$ cat src/rtl/hpdcache_mux_arbiter.sv
// Round-robin arbiter that drives the one-hot select of a downstream hpdcache_mux.
// It also relays valid/ready, and keeps the grant locked across multi-beat bursts until the last beat is accepted.
module hpdcache_mux_arbiter #(
  parameter  int unsigned NREQ    = 4,
  parameter  int unsigned BEATS_W = 4,
  localparam int unsigned IDX_W   = (NREQ > 1) ? $clog2(NREQ) : 1
) (
  input  logic               clk_i,
  input  logic               rst_i,
  input  logic [NREQ-1:0]    req_valid_i,
  input  logic [NREQ-1:0]    req_last_i,
  output logic [NREQ-1:0]    req_ready_o,
  output logic [NREQ-1:0]    gnt_o,
  output logic [IDX_W-1:0]   gnt_idx_o,
  output logic               valid_o,
  output logic               last_o,
  input  logic               ready_i,
  output logic               busy_o,
  output logic [BEATS_W-1:0] beat_cnt_o
);

  typedef enum logic {ST_IDLE = 1'b0, ST_LOCKED = 1'b1} state_e;

  state_e             state_q, state_d;
  logic [IDX_W-1:0]   rr_ptr_q, rr_ptr_d;
  logic [IDX_W-1:0]   lock_idx_q, lock_idx_d;
  logic [BEATS_W-1:0] beat_cnt_q, beat_cnt_d;

  logic [IDX_W-1:0]   rr_winner;
  logic               rr_found;
  logic [IDX_W-1:0]   winner;
  logic [IDX_W-1:0]   ptr_inc;
  logic               has_gnt;
  logic               win_valid;
  logic               win_last;
  logic               xfer;
  logic [NREQ-1:0]    gnt_onehot;

  // Search starts at rr_ptr and wraps at NREQ, so any NREQ (not just powers of 2) works.
  always_comb begin : rr_search
    logic [IDX_W:0] cand;
    rr_found  = 1'b0;
    rr_winner = '0;
    cand      = '0;
    for (int unsigned k = 0; k < NREQ; k++) begin
      cand = {1'b0, rr_ptr_q} + (IDX_W+1)'(k);
      if (cand >= (IDX_W+1)'(NREQ)) begin
        cand = cand - (IDX_W+1)'(NREQ);
      end
      if (!rr_found && req_valid_i[cand[IDX_W-1:0]]) begin
        rr_found  = 1'b1;
        rr_winner = cand[IDX_W-1:0];
      end
    end
  end

  assign winner    = (state_q == ST_LOCKED) ? lock_idx_q : rr_winner;
  assign has_gnt   = (state_q == ST_LOCKED) | rr_found;
  assign win_valid = has_gnt & req_valid_i[winner];
  assign win_last  = has_gnt & req_last_i[winner];
  assign xfer      = win_valid & ready_i;
  assign ptr_inc   = (winner == IDX_W'(NREQ - 1)) ? '0 : winner + 1'b1;

  for (genvar gi = 0; gi < NREQ; gi++) begin : g_onehot
    assign gnt_onehot[gi] = has_gnt & (winner == IDX_W'(gi));
  end

  always_ff @(posedge clk_i) begin
    if (rst_i) begin
      state_q    <= ST_IDLE;
      rr_ptr_q   <= '0;
      lock_idx_q <= '0;
      beat_cnt_q <= '0;
    end else begin
      state_q    <= state_d;
      rr_ptr_q   <= rr_ptr_d;
      lock_idx_q <= lock_idx_d;
      beat_cnt_q <= beat_cnt_d;
    end
  end

  // Any presented-but-unaccepted beat locks the grant, so a winner is never revoked.
  always_comb begin
    state_d    = state_q;
    rr_ptr_d   = rr_ptr_q;
    lock_idx_d = lock_idx_q;
    beat_cnt_d = beat_cnt_q;
    case (state_q)
      ST_IDLE: begin
        if (rr_found) begin
          if (xfer && win_last) begin
            rr_ptr_d = ptr_inc;
          end else begin
            state_d    = ST_LOCKED;
            lock_idx_d = winner;
          end
        end
      end
      ST_LOCKED: begin
        if (xfer && win_last) begin
          state_d  = ST_IDLE;
          rr_ptr_d = ptr_inc;
        end
      end
      default: state_d = ST_IDLE;
    endcase
    if (xfer) begin
      if (win_last) begin
        beat_cnt_d = '0;
      end else if (beat_cnt_q != {BEATS_W{1'b1}}) begin
        beat_cnt_d = beat_cnt_q + 1'b1;
      end
    end
  end

  always_comb begin
    gnt_o       = '0;
    gnt_idx_o   = '0;
    req_ready_o = '0;
    valid_o     = 1'b0;
    last_o      = 1'b0;
    busy_o      = 1'b0;
    beat_cnt_o  = '0;
    if (!rst_i) begin
      gnt_o       = gnt_onehot;
      gnt_idx_o   = has_gnt ? winner : '0;
      req_ready_o = gnt_onehot & {NREQ{ready_i}};
      valid_o     = win_valid;
      last_o      = win_last;
      busy_o      = (state_q == ST_LOCKED);
      beat_cnt_o  = beat_cnt_q;
    end
  end

endmodule
$ cat config.mk
export PLATFORM = sky130hd
export DESIGN_NAME = hpdcache_mux_arbiter
export DESIGN_NICKNAME = d
export VERILOG_FILES = /design/src/rtl/hpdcache_mux_arbiter.sv
export SDC_FILE = /design/constraint.sdc
export NUM_CORES = 1
export LEC_CHECK = 0
export CAP_MARGIN = 20
export CORE_UTILIZATION = 52
export CTS_BUF_LIST = sky130_fd_sc_hd__clkbuf_4
export DETAILED_ROUTE_END_ITERATION = 12
export PLACE_DENSITY = 0.92
export SLEW_MARGIN = 20
export SYNTH_ARGS = -nofsm -noshare
export SYNTH_HDL_FRONTEND = slang
export SYNTH_SLANG_ARGS = --single-unit
$ cat constraint.sdc
create_clock -name clk_i -period 7.1 [get_ports clk_i]
set_input_delay 1.065 -clock clk_i [delete_from_list [all_inputs] [get_ports clk_i]]
set_output_delay 1.065 -clock clk_i [all_outputs]
set_load 0.05 [all_outputs]
# Yosys cells after proc, flatten, opt, wreduce, memory -nomap -nowiden
# Index checks and enable logic that the tools add are counted.
[word_totals]
regBits = 9
inputBits = 11
elab_cells = 91
output_inout_bits = 17
[classes]
n_mux = 42
order_cmp = 9
n_addsub = 9
n_reduce_logical = 11
n_eq_ne = 5
bitwise_logic = 11
[op_table]
columns = ["cell", "n"]
rows = [
  ["$mux 2", 14],
  ["$mux 4", 5],
  ["$lt 2x3->1 const B", 5],
  ["$mux 1", 15],
  ["$bmux 1 s2", 6],
  ["$ge 3x3->1 const B", 3],
  ["$sub 2x1->2 const B", 4],
  ["$and 1x1->1", 7],
  ["$add 2x2->3 const B", 2],
  ["$add 4x1->4 const B", 1],
  ["$and 4x4->4", 1],
  ["$eq 2x2->1 const B", 2],
  ["$logic_and 1x1->1", 4],
  ["$ne 4x4->1 const B", 1],
  ["$pmux 2 s2", 1],
  ["$add 2x1->3 const B", 1],
  ["$ge 2x3->1 const B", 1],
  ["$logic_not 1->1", 3],
  ["$reduce_and 3->1", 1],
  ["$add 2x1->2 const B", 1],
  ["$eq 2x1->1 const B", 1],
  ["$logic_not 2->1", 1],
  ["$ne 2x2->1 const B", 1],
  ["$not 1->1", 2],
  ["4 further kinds", 4],
]

# Logic depth before layout (Yosys ltp)
# Gate-level depths: netlist of run 1.
[depth]
ltp_word = 23
ltp_mapped = 11
mapped_depth_nobuf = 8

# Worst setup path before layout of run 1
# No wires, ideal clock.
[synth_path]
kind = "input port to output port"
start = "input req_valid_i[3]"
end = "output gnt_idx_o[0]"
n_path_buf = 1
t_arrival_ps = 2742
cell_stages = 6
setup_slack_ps = 3293
t_required_ps = 6035
path_cell_list = "buf_2 > nor2b_1 > or4_4 > nand3_1 > inv_1 > nor2_1"
[synth_between]
elab_chain_len = 15
elab_cells_between_ends = 26
cone_classes = "19 x mux; 1 x bitwise; 6 x reduce/logical"
[synth_lines]
columns = ["item", "line_no", "source"]
rows = [
  ["from (decl)", "10", "input logic [NREQ-1:0] req_valid_i,"],
  ["$bmux 1 s2", "50", "if (!rr_found && req_valid_i[cand[IDX_W-1:0]]) begin"],
  ["$mux 1 (implied by the code)", "50", ""],
  ["$mux 1", "50", ""],
  ["$logic_not 1->1", "50", ""],
  ["$logic_and 1x1->1", "50", ""],
  ["$mux 1", "50", ""],
  ["$logic_not 1->1", "50", ""],
  ["$logic_and 1x1->1", "50", ""],
  ["$mux 1", "50", ""],
  ["$logic_not 1->1", "50", ""],
  ["$logic_and 1x1->1", "50", ""],
  ["$mux 2 *", "50", ""],
  ["$mux 2 *", "57", "assign winner = (state_q == ST_LOCKED) ? lock_idx_q : rr_winner;"],
  ["named net winner[0]", "31", "logic [IDX_W-1:0] winner;"],
  ["$mux 2 *", "126", "gnt_idx_o = has_gnt ? winner : '0;"],
  ["$mux 2 *", "124", "if (!rst_i) begin"],
  ["to (decl)", "14", "output logic [IDX_W-1:0] gnt_idx_o,"],
]
# The timed path passes the listed nets; every way through them passes the cells marked *. The select of a mux whose other input is x is not followed.

# Worst setup path after layout of run 1
[layout_path]
start = "input req_valid_i[1]"
end = "output req_ready_o[2]"
[layout_between]
elab_chain_len = 17
elab_cells_between_ends = 28
cone_classes = "1 x eq/ne; 18 x mux; 3 x bitwise; 6 x reduce/logical"
[layout_lines]
columns = ["item", "line_no", "source"]
rows = [
  ["$bmux 1 s2", "50", ""],
  ["$mux 1 (implied by the code)", "50", ""],
  ["$mux 1", "50", ""],
  ["$logic_not 1->1", "50", ""],
  ["$logic_and 1x1->1", "50", ""],
  ["$mux 1", "50", ""],
  ["$logic_not 1->1", "50", ""],
  ["$logic_and 1x1->1", "50", ""],
  ["[2 not listed]", "-", ""],
  ["$logic_and 1x1->1", "50", ""],
  ["$mux 2 *", "50", ""],
  ["$mux 2 *", "57", ""],
  ["named net winner[1]", "31", ""],
  ["$eq 2x2->1 *", "65", "assign gnt_onehot[gi] = has_gnt & (winner == IDX_W'(gi));"],
  ["$and 1x1->1 *", "65", ""],
  ["$and 4x4->4 *", "127", "req_ready_o = gnt_onehot & {NREQ{ready_i}};"],
  ["$mux 4 *", "124", ""],
  ["to (decl)", "12", "output logic [NREQ-1:0] req_ready_o,"],
]
# Marked as above.

==> flow_summary_export.csv, run 1 <==
group,metric,value,unit
die,core,1580,um^2
hold_path,worstHoldEndpoint,"beat_cnt_q[1]",
hold_path,min_path_cells,2,
sta,tightest_slew,0.583,ns
logic_synthesis,synth.net_count,135,
pwr,power.switching,0.0916,mW
drt,antenna_left,0,
logic_synthesis,async_reset_ff_share,0,%
setup_path,rrSetupSlack,4.52,ns
clock_tree,htreeDepth,1,
clock_tree,cts_setup_buffers,0,
global_route,track_usage,29.7,%
sta,finalSetupViolCount,0,
setup_path,cp-end-kind,"output port",
global_route,antenna_found_initial,0,
layout,drive_above_1_share,6.29,%
hold_path,min_path_type,"register to register",
sta,finalHoldViolations,0,
placement,gp_congestion,0.868,
pwr,seqPwrFrac,28.1,%
clock_tree,clk_pin_slew,0.06,ns
setup_path,worst-path-max-fanout,10,
logic_synthesis,syn-cell-area,923,um^2
pwr,p_per_area,176,nW/um^2
placement,dp.cells,155,
placement,dpl_worst_slack,2.22,ns
hold_path,hp-start,"beat_cnt_q[1]",
logic_synthesis,synthTopCellsByArea,"dfxtp_1 20%, nor2b_1 7.5%, ha_1 6.8%, nand3_1 4.3%, a21oi_1 3.8%",
flow_run,drv_cap,0,
layout,utilization,75.7,%
global_route,grt_pass1_wl,4.37,mm
setup_path,path_class,"input pin to output port",
sta,fmax,204,MHz
clock_tree,worstSkewPairLatency,0.26,ns
layout,final_cells,159,
die,std_cell_rows,14,
pwr,internal-power,0.118,mW
placement,port_buffers,27,
drt,wl_per_cell,16.6,um
layout,area_growth,29.3,%
status,status,"completed",
setup_path,r2r_cells,8,
drt,drt_wl_total,2.64,mm
layout,antennaDiodeCount,0,
global_route,grt_pass1_vias,1000,
sta,rsz0062_at_grt,"false",
logic_synthesis,yosys.area.top_type,"dfxtp_1",
clock_tree,cts_hold_buf,0,
logic_synthesis,ys_seq_area_share,19.5,%
drt,drt_iter0_drc,50,
setup_path,crit_path_start_kind,"input pin",
clock_tree,clock_path_buffers,2,
setup_path,arrival,3.83,ns
pwr,clockPowerShare,20.8,%
sta,relSlewSlack,61.0,%
drt,vias_per_cell,6.40,
layout,nets,160,
logic_synthesis,synth.avg_cell_area,7.76,um^2
sta,min_period_over_period,69.0,%
die,die_y,44.1,um
setup_path,reg2reg_to,"lock_idx_q[0]",
logic_synthesis,synth_edf_count,0,
logic_synthesis,ys_ff_latch,9,
drt,drc_errors,0,
layout,stdcell_area,1190,um^2
logic_synthesis,yosysTopAreaCellShare,19.5,%
pwr,sw_frac_of_total,43.7,%
logic_synthesis,ys_warn_count,0,
die,die-area,1950,um^2
global_route,grt-ovfl-total,0,
sta,fin_ws,2.20,ns
drt,vias,1017,
pwr,ir_drop,0.000128,V
sta,drv_slew,0,
logic_synthesis,synth_cells,119,
setup_path,required,6.03,ns
drt,dr.pass1.iters,6,
clock_tree,cts_tree,"built",
die,start_util,58.6,%
clock_tree,postCtsResizedCells,0,
placement,dpl.hpwl,2.03,mm
logic_synthesis,yosys.cell_types.count,41,
clock_tree,cts_root_buf,"clkbuf_4",
die,io_pins,28,
setup_path,reg2reg_from,"rr_ptr_q[1]",
placement,place_area,1160,um^2
clock_tree,clock_sinks,9,
die,die_w,44.1,um
sta,skew,0.00494,ns
logic_synthesis,ys.flop_type,"dfxtp_1",
sta,fin_tns_setup,0,ns
clock_tree,cts_buffers,3,
sta,layout_min_cycle_time,4.90,ns
pwr,p_comb_share,51.1,%
pwr,leakage,0.466,nW
global_route,grt_start_max_net_pins,17,
[worst max-delay path, cell delays in order]
cell and delay (ns):
clkdlybuf4s50_1 0.65, and4bb_1 0.27, o21a_1 0.18, a211o_1 0.42
clkinv_4 0.12, ha_1 0.16, and3_1 0.14, clkdlybuf4s50_1 0.80
[synth_stat cells, types with 2 or more instances]
master	count
and3_1	5
o31ai_1	3
buf_6	3
o21ai_0	5
inv_1	3
nand3_1	8
ha_1	5
nand2b_1	3
a21oi_1	7
or4_1	2
nor2_1	9
nor2b_1	11
clkbuf_1	3
nand2_1	4
mux2_1	2
or2_1	3
a211oi_1	4
and2_1	5
nand4_1	4
dfxtp_1	9
[cell families (layout without fill, tap and decap cells)]
| logic type | Yosys count | in the layout | share of synthesized area (%) |
|---|---|---|---|
| compound gates | 31 | 31 | 24.3 |
| fa+ha+maj | 5 | 5 | 6.78 |
| buf+inv | 11 | 35 | 7.59 |
| flops | 9 | 9 | 19.5 |
| mux | 2 | 2 | 2.44 |
| simple gates | 61 | 61 | 39.4 |
[per-stage QoR]
step / power (mW) / hold WS, ns
finish: 0.210 / 0.527
global route: 0.222 / 0.570
CTS: 0.209 / 0.529
detailed placement: 0.166 / 0.521
global placement: 0.162 / 0.488
floorplan: 0.136 / 0.475
[power groups by stage]
stage	combinational [mW]	sequential, mW	clock [mW]
after global routing	0.116	0.0598	0.0466
final	0.107	0.0589	0.0436
after global placement	0.102	0.0598	0
after floorplan	0.0787	0.0577	0
after detailed placement	0.106	0.0600	0
after CTS	0.106	0.0588	0.0440
[how the worst max path moves through the flow]
stage / start / slack [ns] / endpoint
after floorplan: req_valid_i[3] / 3.29 / gnt_idx_o[0]
after global placement: req_valid_i[1] / 2.25 / req_ready_o[3]
after detailed placement: req_valid_i[1] / 2.22 / req_ready_o[3]
after CTS: req_valid_i[1] / 2.22 / req_ready_o[2]
after global routing: req_valid_i[1] / 2.08 / req_ready_o[2]
final: req_valid_i[1] / 2.20 / req_ready_o[2]
[layout by cell type, fill, tap and decap left out, drive strengths merged, types with 2 or more instances in the layout]
master,instances
a211oi,5
nand3,8
nand4,4
nor2b,11
nand2b,3
a21oi,7
nor4,2
nor2,9
or2,3
mux2,2
o21ai,5
clkdlybuf4s50,27
inv,3
ha,5
o31ai,4
and3,5
dfxtp,9
nand2,4
clkbuf,4
or4,3
and2,5
[routing by layer]
layer | global-route usage [%] | wire [um]
met5 | 0 | 0
met4 | 14.5 | 45
met3 | 1.63 | 120
met2 | 55.0 | 1370
met1 | 34.3 | 1100
[registers in the layout, indices dropped and copies added, names as in the netlist]
name / count
lock_idx_q: 2
state_q: 1
beat_cnt_q: 4
rr_ptr_q: 2
[final cells by class]
type / instances / area (um^2)
fillers: 125 / 383
flip-flops and latches: 9 / 180
well taps: 16 / 20.0
repair buffers: 27 / 270
clock buffers: 4 / 30.0
inverters: 4 / 20.0
multi-input cells: 99 / 673
(Power assumes the default switching activity.)
==> run 2, diff against run 1 <==
CORE_UTILIZATION = 48   (was 52)
PLACE_DENSITY = 0.87   (was 0.92)
clock period = 4.6 ns   (was 7.1 ns; I/O delays follow)
==> flow_summary_export.csv, run 2 (synthesis gave the netlist of run 1 again) <==
group,metric,value,unit
pwr,p_per_area,266,nW/um^2
layout,fill_cells,148,
sta,layout_min_cycle_time,4.13,ns
sta,rsz0062_at_grt,"false",
flow_run,drv_cap,0,
sta,skew,0.00674,ns
pwr,p_comb_share,50.5,%
drt,vias,1000,
clock_tree,worstSkewPairLatency,0.27,ns
die,die_w,45.9,um
layout,final_cell_mix,"27 x clkdlybuf4s50_1, 11 x nor2b_1, 9 x nor2_1, 9 x dfxtp_1, 8 x nand3_1",
layout,multi_input_area,673,um^2
pwr,internal-power,0.183,mW
global_route,grt_start_max_net_pins,17,
setup_path,cp-end-kind,"output port",
pwr,sw_frac_of_total,43.2,%
pwr,clockPowerShare,21.2,%
layout,drive_above_1_share,6.94,%
clock_tree,cts_tree,"built",
global_route,grt_pass1_vias,908,
clock_tree,htreeDepth,1,
die,std_cell_rows,15,
pwr,seqPwrFrac,28.3,%
sta,drv_slew,0,
sta,tightest_slew,0.555,ns
drt,antenna_left,0,
layout,final_common_cell,"clkdlybuf4s50_1",
layout,area_growth,31.3,%
die,core,1760,um^2
drt,dr.pass1.iters,4,
clock_tree,clock_sinks,9,
die,die_y,45.9,um
sta,fin_tns_setup,0,ns
hold_path,min_path_type,"register to register",
clock_tree,postCtsResizedCells,0,
global_route,grt-ovfl-total,0,
placement,port_buffers,27,
layout,largest_reg_flops,4,
global_route,grt_pass1_wl,3.86,mm
setup_path,worst-path-max-fanout,10,
die,start_util,52.3,%
die,io_pins,28,
pwr,power.switching,0.139,mW
clock_tree,clock_path_buffers,2,
clock_tree,cts_buffers,3,
clock_tree,cts_hold_buf,0,
setup_path,required,3.91,ns
layout,antennaDiodeCount,0,
die,die-area,2100,um^2
global_route,track_usage,25.1,%
status,status,"completed",
layout,stdcell_area,1210,um^2
placement,gp_congestion,0.852,
layout,utilization,68.7,%
pwr,leakage,0.471,nW
drt,drt_iter0_drc,34,
layout,largest-register,"beat_cnt_q",
drt,vias_per_cell,5.92,
setup_path,crit_path_start_kind,"input pin",
sta,finalSetupViolCount,0,
placement,place_area,1180,um^2
clock_tree,cts_root_buf,"clkbuf_4",
sta,relSlewSlack,62.9,%
drt,wl_per_cell,14.3,um
drt,drt_wl_total,2.42,mm
pwr,ir_drop,0.000219,V
sta,finalHoldViolations,0,
layout,nets,161,
drt,drc_errors,0,
clock_tree,clk_pin_slew,0.06,ns
clock_tree,cts_setup_buffers,0,
sta,min_period_over_period,89.8,%
setup_path,arrival,3.44,ns
layout,seqCellArea,180,um^2
setup_path,path_class,"input pin to output port",
layout,reg.largest.list,"beat_cnt_q (4), lock_idx_q (2), rr_ptr_q (2)",
placement,dpl.hpwl,1.80,mm
sta,fmax,242,MHz
global_route,antenna_found_initial,0,
==> run 2: worst paths after layout <==
kind                            depth (start not counted)  slack (ns)           start             end
worst max-delay path                                    8        0.47  req_valid_i[1]  req_ready_o[2]
worst min-delay path                                    2        0.52   beat_cnt_q[1]   beat_cnt_q[1]
worst max register to register                          8        2.03     rr_ptr_q[1]   lock_idx_q[1]
worst min register to register                          2        0.52   beat_cnt_q[1]   beat_cnt_q[1]
==> run 2: through the flow <==
step | hold WS [ns] | total power, mW | worst slack, ns | cells
finish | 0.522 | 0.322 | 0.470 | 169
global route | 0.552 | 0.338 | 0.324 | 169
CTS | 0.521 | 0.323 | 0.471 | 169
detailed placement | 0.509 | 0.254 | 0.476 | 165
global placement | 0.492 | 0.251 | 0.497 | 165
floorplan | 0.475 | 0.211 | 1.54 | 119
==> run 2: cell type report <==
class	count	area share (%)
clock buffers	4	2.48
inverters	4	1.65
multi-input cells	99	55.5
flip-flops and latches	9	14.9
well taps	25	2.58
repair buffers	28	22.9
==> run 2: power by group through the flow <==
stage | registers (mW) | logic (mW) | clock network, mW
2_1_floorplan | 0.0891 | 0.122 | 0
3_3_place_gp | 0.0925 | 0.158 | 0
3_5_place_dp | 0.0928 | 0.161 | 0
4_1_cts | 0.0910 | 0.162 | 0.0696
5_1_grt | 0.0921 | 0.175 | 0.0710
6_report | 0.0911 | 0.163 | 0.0682
==> run 2: routing by layer <==
metal | global-route usage, % | routed length, um
met1 | 30.6 | 1050
met4 | 16.5 | 57
met2 | 41.7 | 1200
met5 | 0 | 0
met3 | 1.98 | 115
==> run 2: critical path: stages <==
cell and delay, ns:
clkdlybuf4s50_1 0.66, and4bb_1 0.27, o21a_1 0.18, a211o_1 0.41
clkinv_4 0.12, ha_1 0.15, and3_1 0.14, clkdlybuf4s50_1 0.80
